## src/rtl/prio_pkg.sv

```systemverilog
// prio_pkg -- shared definitions for the priority grant queue.
//   PRIO_N_REQ : default number of request channels.
//   MAX_REQ    : widest request vector the helper functions handle (N_REQ <= MAX_REQ).
//   idx_width / cnt_width : derive gnt_idx and pend_cnt widths from N_REQ.
//   onehot(idx)   : MAX_REQ-wide one-hot decode; callers keep the low N_REQ bits.
//   popcount(vec) : number of set bits in a MAX_REQ-wide vector.
package prio_pkg;

  localparam int PRIO_N_REQ = 16;
  localparam int MAX_REQ    = 64;
  localparam int MAX_IDX_W  = 6;
  localparam int MAX_CNT_W  = 7;

  function automatic int idx_width(input int n);
    return (n > 1) ? $clog2(n) : 1;
  endfunction

  function automatic int cnt_width(input int n);
    return $clog2(n + 1);
  endfunction

  function automatic logic [MAX_REQ-1:0] onehot(input logic [MAX_IDX_W-1:0] idx);
    logic [MAX_REQ-1:0] v;
    v      = '0;
    v[idx] = 1'b1;
    return v;
  endfunction

  function automatic logic [MAX_CNT_W-1:0] popcount(input logic [MAX_REQ-1:0] vec);
    logic [MAX_CNT_W-1:0] c;
    c = '0;
    for (int i = 0; i < MAX_REQ; i++) begin
      c = c + MAX_CNT_W'(vec[i]);
    end
    return c;
  endfunction

endpackage

```

## src/rtl/prio_pick.sv

```systemverilog
// prio_pick -- combinational selector over a request vector.
//   vec       in  N_REQ  candidate bits
//   start_ptr in  IDX_W  round-robin pointer; search begins at start_ptr-1
//   rr_en     in  1      0 = highest set index wins, 1 = round-robin search
//   found     out 1      any bit of vec set
//   idx       out IDX_W  selected index (0 when !found)
module prio_pick
  import prio_pkg::*;
#(
  parameter int N_REQ = PRIO_N_REQ,
  parameter int IDX_W = idx_width(N_REQ)
) (
  input  logic [N_REQ-1:0] vec,
  input  logic [IDX_W-1:0] start_ptr,
  input  logic             rr_en,
  output logic             found,
  output logic [IDX_W-1:0] idx
);

  // A descending search from start_ptr-1 with wrap visits [start_ptr-1 .. 0]
  // first, then [N_REQ-1 .. start_ptr]. So: highest set bit below start_ptr
  // if there is one, otherwise highest set bit overall. With start_ptr == 0
  // the lower region is empty and this degenerates to fixed priority.
  logic             lo_found;
  logic [IDX_W-1:0] lo_idx;

  always_comb begin
    found    = 1'b0;
    idx      = '0;
    lo_found = 1'b0;
    lo_idx   = '0;
    for (int i = 0; i < N_REQ; i++) begin
      if (vec[i]) begin
        found = 1'b1;
        idx   = IDX_W'(i);
        if (rr_en && (i < int'(start_ptr))) begin
          lo_found = 1'b1;
          lo_idx   = IDX_W'(i);
        end
      end
    end
    if (lo_found) begin
      idx = lo_idx;
    end
  end

endmodule

```

## src/rtl/prio_grant_queue.sv

```systemverilog
// prio_grant_queue -- registered priority grant queue.
// Request pulses latch into a sticky pending vector; one channel index at a
// time is presented over a valid/ready handshake. Highest index wins, or a
// round-robin search when built with PRIO_RR_EN and rr_mode=1.
// Ports:
//   clk        in   1      rising-edge clock
//   rst_n      in   1      asynchronous active-low reset
//   req_in     in   N_REQ  request pulses, bit i sets pending[i]
//   rr_mode    in   1      round-robin select (only with PRIO_RR_EN)
//   gnt_ready  in   1      consumer accepts current grant
//   gnt_valid  out  1      grant register holds a valid index
//   gnt_idx    out  IDX_W  granted channel index
//   gnt_onehot out  N_REQ  one-hot of gnt_idx, 0 when !gnt_valid
//   gnt_none   out  1      no grant and nothing pending
//   pend_cnt   out  CNT_W  popcount of the pending vector
// Build option: define PRIO_RR_EN to add the round-robin pointer.
module prio_grant_queue
  import prio_pkg::*;
#(
  parameter int N_REQ = PRIO_N_REQ,
  localparam int IDX_W = idx_width(N_REQ),
  localparam int CNT_W = cnt_width(N_REQ)
) (
  input  logic             clk,
  input  logic             rst_n,
  input  logic [N_REQ-1:0] req_in,
  input  logic             rr_mode,
  input  logic             gnt_ready,
  output logic             gnt_valid,
  output logic [IDX_W-1:0] gnt_idx,
  output logic [N_REQ-1:0] gnt_onehot,
  output logic             gnt_none,
  output logic [CNT_W-1:0] pend_cnt
);

  logic [N_REQ-1:0] pending_q, pending_d;
  logic             gnt_valid_q, gnt_valid_d;
  logic [IDX_W-1:0] gnt_idx_q, gnt_idx_d;

  logic             load;
  logic             pick_found;
  logic [IDX_W-1:0] pick_idx;
  logic [IDX_W-1:0] start_ptr;
  logic             rr_en;
  logic [MAX_REQ-1:0]   pick_oh_full;
  logic [MAX_REQ-1:0]   gnt_oh_full;
  logic [MAX_CNT_W-1:0] cnt_full;

  prio_pick #(
    .N_REQ (N_REQ),
    .IDX_W (IDX_W)
  ) u_pick (
    .vec       (pending_q),
    .start_ptr (start_ptr),
    .rr_en     (rr_en),
    .found     (pick_found),
    .idx       (pick_idx)
  );

`ifdef PRIO_RR_EN
  logic [IDX_W-1:0] ptr_q, ptr_d;

  assign rr_en     = rr_mode;
  assign start_ptr = ptr_q;

  // The pointer follows every real grant, in either mode, so switching to
  // round-robin continues from the most recent grant.
  always_comb begin
    ptr_d = ptr_q;
    if (load && pick_found) begin
      ptr_d = pick_idx;
    end
  end

  always_ff @(posedge clk or negedge rst_n) begin
    if (!rst_n) begin
      ptr_q <= '0;
    end else begin
      ptr_q <= ptr_d;
    end
  end
`else
  logic unused_rr_mode;

  assign unused_rr_mode = rr_mode;
  assign rr_en          = 1'b0;
  assign start_ptr      = '0;
`endif

  // The grant register may take a new value when empty or being consumed.
  assign load         = !gnt_valid_q || gnt_ready;
  assign pick_oh_full = onehot(MAX_IDX_W'(pick_idx));

  always_comb begin
    gnt_valid_d = gnt_valid_q;
    gnt_idx_d   = gnt_idx_q;
    pending_d   = pending_q;
    if (load) begin
      gnt_valid_d = pick_found;
    end
    // gnt_idx keeps its last value when a load finds nothing to grant.
    if (load && pick_found) begin
      gnt_idx_d = pick_idx;
      pending_d = pending_q & ~pick_oh_full[N_REQ-1:0];
    end
    // OR-ing requests last makes a same-cycle re-request win over the clear.
    pending_d = pending_d | req_in;
  end

  always_ff @(posedge clk or negedge rst_n) begin
    if (!rst_n) begin
      pending_q   <= '0;
      gnt_valid_q <= 1'b0;
      gnt_idx_q   <= '0;
    end else begin
      pending_q   <= pending_d;
      gnt_valid_q <= gnt_valid_d;
      gnt_idx_q   <= gnt_idx_d;
    end
  end

  assign gnt_oh_full = onehot(MAX_IDX_W'(gnt_idx_q));
  assign cnt_full    = popcount(MAX_REQ'(pending_q));

  assign gnt_valid  = gnt_valid_q;
  assign gnt_idx    = gnt_idx_q;
  assign gnt_onehot = gnt_valid_q ? gnt_oh_full[N_REQ-1:0] : '0;
  assign gnt_none   = !gnt_valid_q && (pending_q == '0);
  assign pend_cnt   = cnt_full[CNT_W-1:0];

endmodule

```

## config.mk

```make
export PLATFORM = sky130hd
export DESIGN_NAME = prio_grant_queue
export DESIGN_NICKNAME = d
export VERILOG_FILES = /design/src/rtl/prio_pkg.sv /design/src/rtl/prio_pick.sv /design/src/rtl/prio_grant_queue.sv
export SDC_FILE = /design/constraint.sdc
export NUM_CORES = 1
export LEC_CHECK = 0
export CORE_ASPECT_RATIO = 1.4
export CORE_MARGIN = 2
export CORE_UTILIZATION = 40
export CTS_BUF_LIST = sky130_fd_sc_hd__clkbuf_2
export CTS_CLUSTER_DIAMETER = 120
export DETAILED_ROUTE_END_ITERATION = 8
export PLACE_DENSITY_LB_ADDON = 0.25
export SETUP_SLACK_MARGIN = 0.2
export SYNTH_ARGS = -nofsm -noshare
export SYNTH_HDL_FRONTEND = slang
export SYNTH_SLANG_ARGS = --single-unit
```

## constraint.sdc

```tcl
create_clock -name clk -period 5.25 [get_ports clk]
set_input_delay 1.05 -clock clk [delete_from_list [all_inputs] [get_ports clk]]
set_output_delay 1.05 -clock clk [all_outputs]
set_load 0.03 [all_outputs]
```

### Word-level counts from Yosys, hierarchy flattened

Index checks and enable logic that the tools add are counted.

* register bits: 21
* input port bits: 20
* output and inout port bits: 27
* logic and storage cells: 69

* add/sub/neg operators: 15
* order comparisons: 4
* muxes and demuxes: 37
* bitwise gates (word level): 3
* reduce and logical (&&, ||, !) cells: 7

Operator list (number)
* 5-bit by 1-bit adder with 5-bit output: 11
* 16-bit 2-to-1 mux: 2
* 4-bit 2-to-1 mux: 8
* 1-bit 2-to-1 mux: 19
* 16-bit bitwise AND: 1
* 16-bit logical NOT: 1
* 16-bit inverter: 1
* 16-bit OR: 1
* 4-bit by 7-bit less-than comparator with 1-bit output, second input constant: 2
* 3-bit 2-to-1 mux: 4
* 1-bit demux with 4-bit select: 2
* 4-bit by 1-bit greater-or-equal comparator with 1-bit output, second input constant: 2
* 4-bit by 1-bit adder with 5-bit output: 1
* 3-bit by 1-bit adder with 4-bit output: 1
* 1-bit logical AND: 4
* 2-bit 2-to-1 mux: 2
* 2-bit by 1-bit adder with 3-bit output: 1
* 1-bit by 1-bit adder with 2-bit output: 1
* 1-bit logical NOT: 1
* 1-bit logical OR: 1

### Logic depth before layout (Yosys ltp)

* depth in word-level cells: 23
* gate-level depth with buffers: 13

### Cells and area by module

Synthesis repeated with hierarchy kept, for this count alone.

* cells, all modules: 257
* area total of the unflattened synthesis: 2069.5 um^2

Modules (own cells, without submodules)
* prio_grant_queue: instances 1, cells each 159, area each 1487.7 um^2
* prio_pick: instances 1, cells each 98, area each 581.8 um^2

### Worst setup path before layout

Ideal clock, no wire load.

* kind: reg-to-output
* start point: reg pending_q[11]
* end point: out pend_cnt[2]
* arrival: 3615 ps
* slack: 585 ps
* stages on the path, launching flop included: 13
* cells stage by stage: dfrtp_1 fa_1 inv_1 fa_1 inv_1 fa_1 inv_1 fa_1 inv_1 ha_1 inv_1 fa_1 xnor2_1

* longest elaborated chain between the ends: 5

Ends and longest elaborated chain
* start, declared: line prio_grant_queue.sv:36 `logic [N_REQ-1:0] pending_q, pending_d;`
* start signal, assigned: line prio_grant_queue.sv:116 `pending_q <= pending_d;`
* 5-bit by 1-bit adder with 5-bit output (5 in series): line prio_pkg.sv:33 `c = c + MAX_CNT_W'(vec[i]);`
* end, declared: line prio_grant_queue.sv:33 `output logic [CNT_W-1:0] pend_cnt`

No other way between the ends.

### Final worst setup path

* start point: reg pending_q[11]
* end point: out pend_cnt[4]

Same word-level chain as after synthesis.

==> results_dict.tcl <==
set metrics [dict create \
    max_slew_margin 0.340 \
    grtUsageMet1 0.221 \
    rsz0062_at_grt "yes" \
    die_w_um 56.7 \
    drt_iter0_markers 53 \
    cp.arrival_ns 3.86 \
    grt_pass1_vias 1410 \
    ys.warnings.count 0 \
    synth_edf_count 0 \
    place.gp.congestion 0.852 \
    layout.nets 268 \
    vias_per_cell 5.34 \
    syn_to_final_growth_pct 35.6 \
    synth_common_cells "nor2_1, dfrtp_1, inv_1, a31oi_1" \
    yosysTopAreaCellShare 0.338 \
    clock_skew_ns 0.00434 \
    cts_max_level 1 \
    synth_fp_nets 213 \
    yosysMostFrequentCell "nor2_1" \
    dieArea_um2 4410 \
    multiInputGateArea_um2 950 \
    min_from "gnt_idx[2]$_DFFE_PN0N_" \
    globalRouteTotalUtil 0.189 \
    ios 47 \
    p_total_w 0.000344 \
    overflow 0 \
    fin_crit_sh 0.935 \
    r2r-start "pending_q[5]$_DFF_PN0_" \
    grt.busiest_layer "met2" \
    antenna_left 0 \
    critPathMaxFanout 2 \
    port_buffers 45 \
    synth_flop_cell "dfrtp_1" \
    async_flop_share 1.00 \
    wirelength_um 3710 \
    synth-seq-area-share 0.338 \
    regArea_um2 526 \
    wl_per_cell_um 13.6 \
    clockBufferDepth 2 \
    final.setup.tns_ns 0 \
    outcome "completed" \
    cts_tree "done" \
    root_buffer "clkbuf_2" \
    setup_ws_ns 0.343 \
    leakage_nw 0.842 \
    start_kind "flop" \
    yosysUniqueCellTypes 33 \
    cp-startpoint "pending_q[11]$_DFF_PN0_" \
    vias 1457 \
    core-area_um2 3680 \
    fmax_ghz 0.204 \
    hold_viol 0 \
    irDropWorstVdd_mv 0.133 \
    drv_slew 0 \
    powerDensity_nw_per_um2 163 \
    whs_path_depth 2 \
    use_met3 0.0250 \
    cts_sinks 21 \
    dp_hpwl_um 3120 \
    remaining_drc_errors 0 \
    synthCells 177 \
    worstMarginPinSlew_ns 0.986 \
    cp-end-kind "output pin" \
    clk_pin_slew_ns 0.21 \
    syn-cell-area_um2 1560 \
    worstSetupPathType "reg -> out" \
    antenna_found_initial 0 \
    place_ws_ns 0.167 \
    hp-class "reg -> reg" \
    rows 26 \
    ys_ff_latch 21 \
    synth.area.top_cells "dfrtp_1, fa_1, nor2_1" \
    antenna_cells 0 \
    cap_violations 0 \
    postLayoutCoreUtil 0.574 \
    worst-r2r-cell-count 4 \
    required_ns 4.20 \
    met2_usage 0.350 \
    layout_min_cycle_time_ns 4.91 \
    fp.dieH_um 77.8 \
    grt_first_pass_wirelength_um 6590 \
    initial_core_util 0.423 \
    cts_buffers 3 \
    grt_max_degree 22 \
    synth_area_per_cell_um2 8.79 \
    first_pass_iters 4 \
    drive_gt1_frac 0.113 \
    fillers 341 \
    synth_area_leader_cell "dfrtp_1" \
    insertion_delay_ns 0.32 \
    setup-violations-final 0 \
]
repair_timing:
item | in CTS | in global routing
endpoints found under the setup margin | 4 | 4
setup buffers | 2 | 0
hold buffers | 0 | 0
pin swaps | 0 | 1
gates resized for setup | 18 | 5
registers in the layout (all words and copies together) (netlist names):
signal / count
pending_q: 16
gnt_valid: 1
gnt_idx: 4
kinds of logic (layout without fill, tap and decap cells):
family	count (synthesis)	count (layout)	synth area share
xor gates and xnor gates	2	2	0.0113
AOI/OAI and AO/OA	31	31	0.141
and+or+nand+nor	83	83	0.265
adders and majority gates	16	16	0.177
muxes	2	2	0.0145
buffers and inverters	22	76	0.0539
DFF	21	21	0.338
per-layer routing:
layer	share of wire	routed length [um]
met1	0.39	1440
met2	0.53	1970
met5	0	0
met4	0.021	79
met3	0.060	221
metrics by stage:
step	hold WS [ns]	instance area (um^2)	cells
2_1_floorplan	0.550	1560	177
3_3_place_gp	0.551	2090	267
3_5_place_dp	0.552	2090	267
4_1_cts	0.599	2110	273
5_1_grt	0.633	2110	273
6_report	0.587	2110	273
area by class of cell:
type	count	area share
clock inverters	1	0.00237
repair buffers	52	0.231
well taps	42	0.0249
flip-flops and latches	21	0.249
inverters	20	0.0356
clock buffers	3	0.00711
multi-input cells	134	0.450
layout by cell type, fill, tap and decap left out, drive strengths merged:
cell type / netlist / final
a21oi: 4 / 4
xnor2: 2 / 2
or4: 3 / 3
a21o: 3 / 3
fa: 10 / 10
o21a: 2 / 2
o41ai: 1 / 1
clkinv: 0 / 1
nand3: 3 / 3
nor2: 37 / 37
o31a: 1 / 1
buf: 1 / 9
nand2b: 8 / 8
or3b: 3 / 3
or2: 3 / 3
inv: 20 / 20
a31oi: 12 / 12
ha: 6 / 6
nand4: 1 / 1
nor3: 10 / 10
clkbuf: 1 / 5
clkdlybuf4s50: 0 / 41
o221ai: 1 / 1
or3: 1 / 1
o21ai: 5 / 5
mux2: 2 / 2
nand3b: 2 / 2
a311oi: 1 / 1
nor2b: 3 / 3
nand2: 6 / 6
dfrtp: 21 / 21
nor4: 3 / 3
o31ai: 1 / 1
power breakdown:
| group | total, W | internal, W | switching (W) | leakage, nW |
|---|---|---|---|---|
| registers | 0.000170 | 0.000165 | 0.00000498 | 0.192 |
| logic | 0.000106 | 0.0000460 | 0.0000597 | 0.633 |
| clock network | 0.0000689 | 0.0000173 | 0.0000516 | 0.0164 |
| total | 0.000344 | 0.000228 | 0.000116 | 0.842 |
worst max-delay path, cell delays in order, from the launching register on:
cell and delay (ns):
dfrtp_1 0.45, fa_1 0.54, inv_1 0.05, fa_1 0.48, inv_1 0.05, fa_1 0.47
inv_1 0.05, fa_1 0.42, inv_1 0.07, ha_1 0.15, inv_1 0.05, fa_2 0.35
nor2b_1 0.13, o21a_1 0.11, clkbuf_4 0.18
worst paths after layout:
kind                                                to  slack, ns
worst max-delay path                       pend_cnt[4]       0.34
worst min-delay path            gnt_idx[2]$_DFFE_PN0N_       0.59
worst max register to register  gnt_idx[1]$_DFFE_PN0N_       2.86
worst min register to register  gnt_idx[2]$_DFFE_PN0N_       0.59
max in group asynchronous       pending_q[6]$_DFF_PN0_       3.43
min in group asynchronous        gnt_valid$_DFFE_PN0P_       1.24
Power figures use the tool's default switching activity.
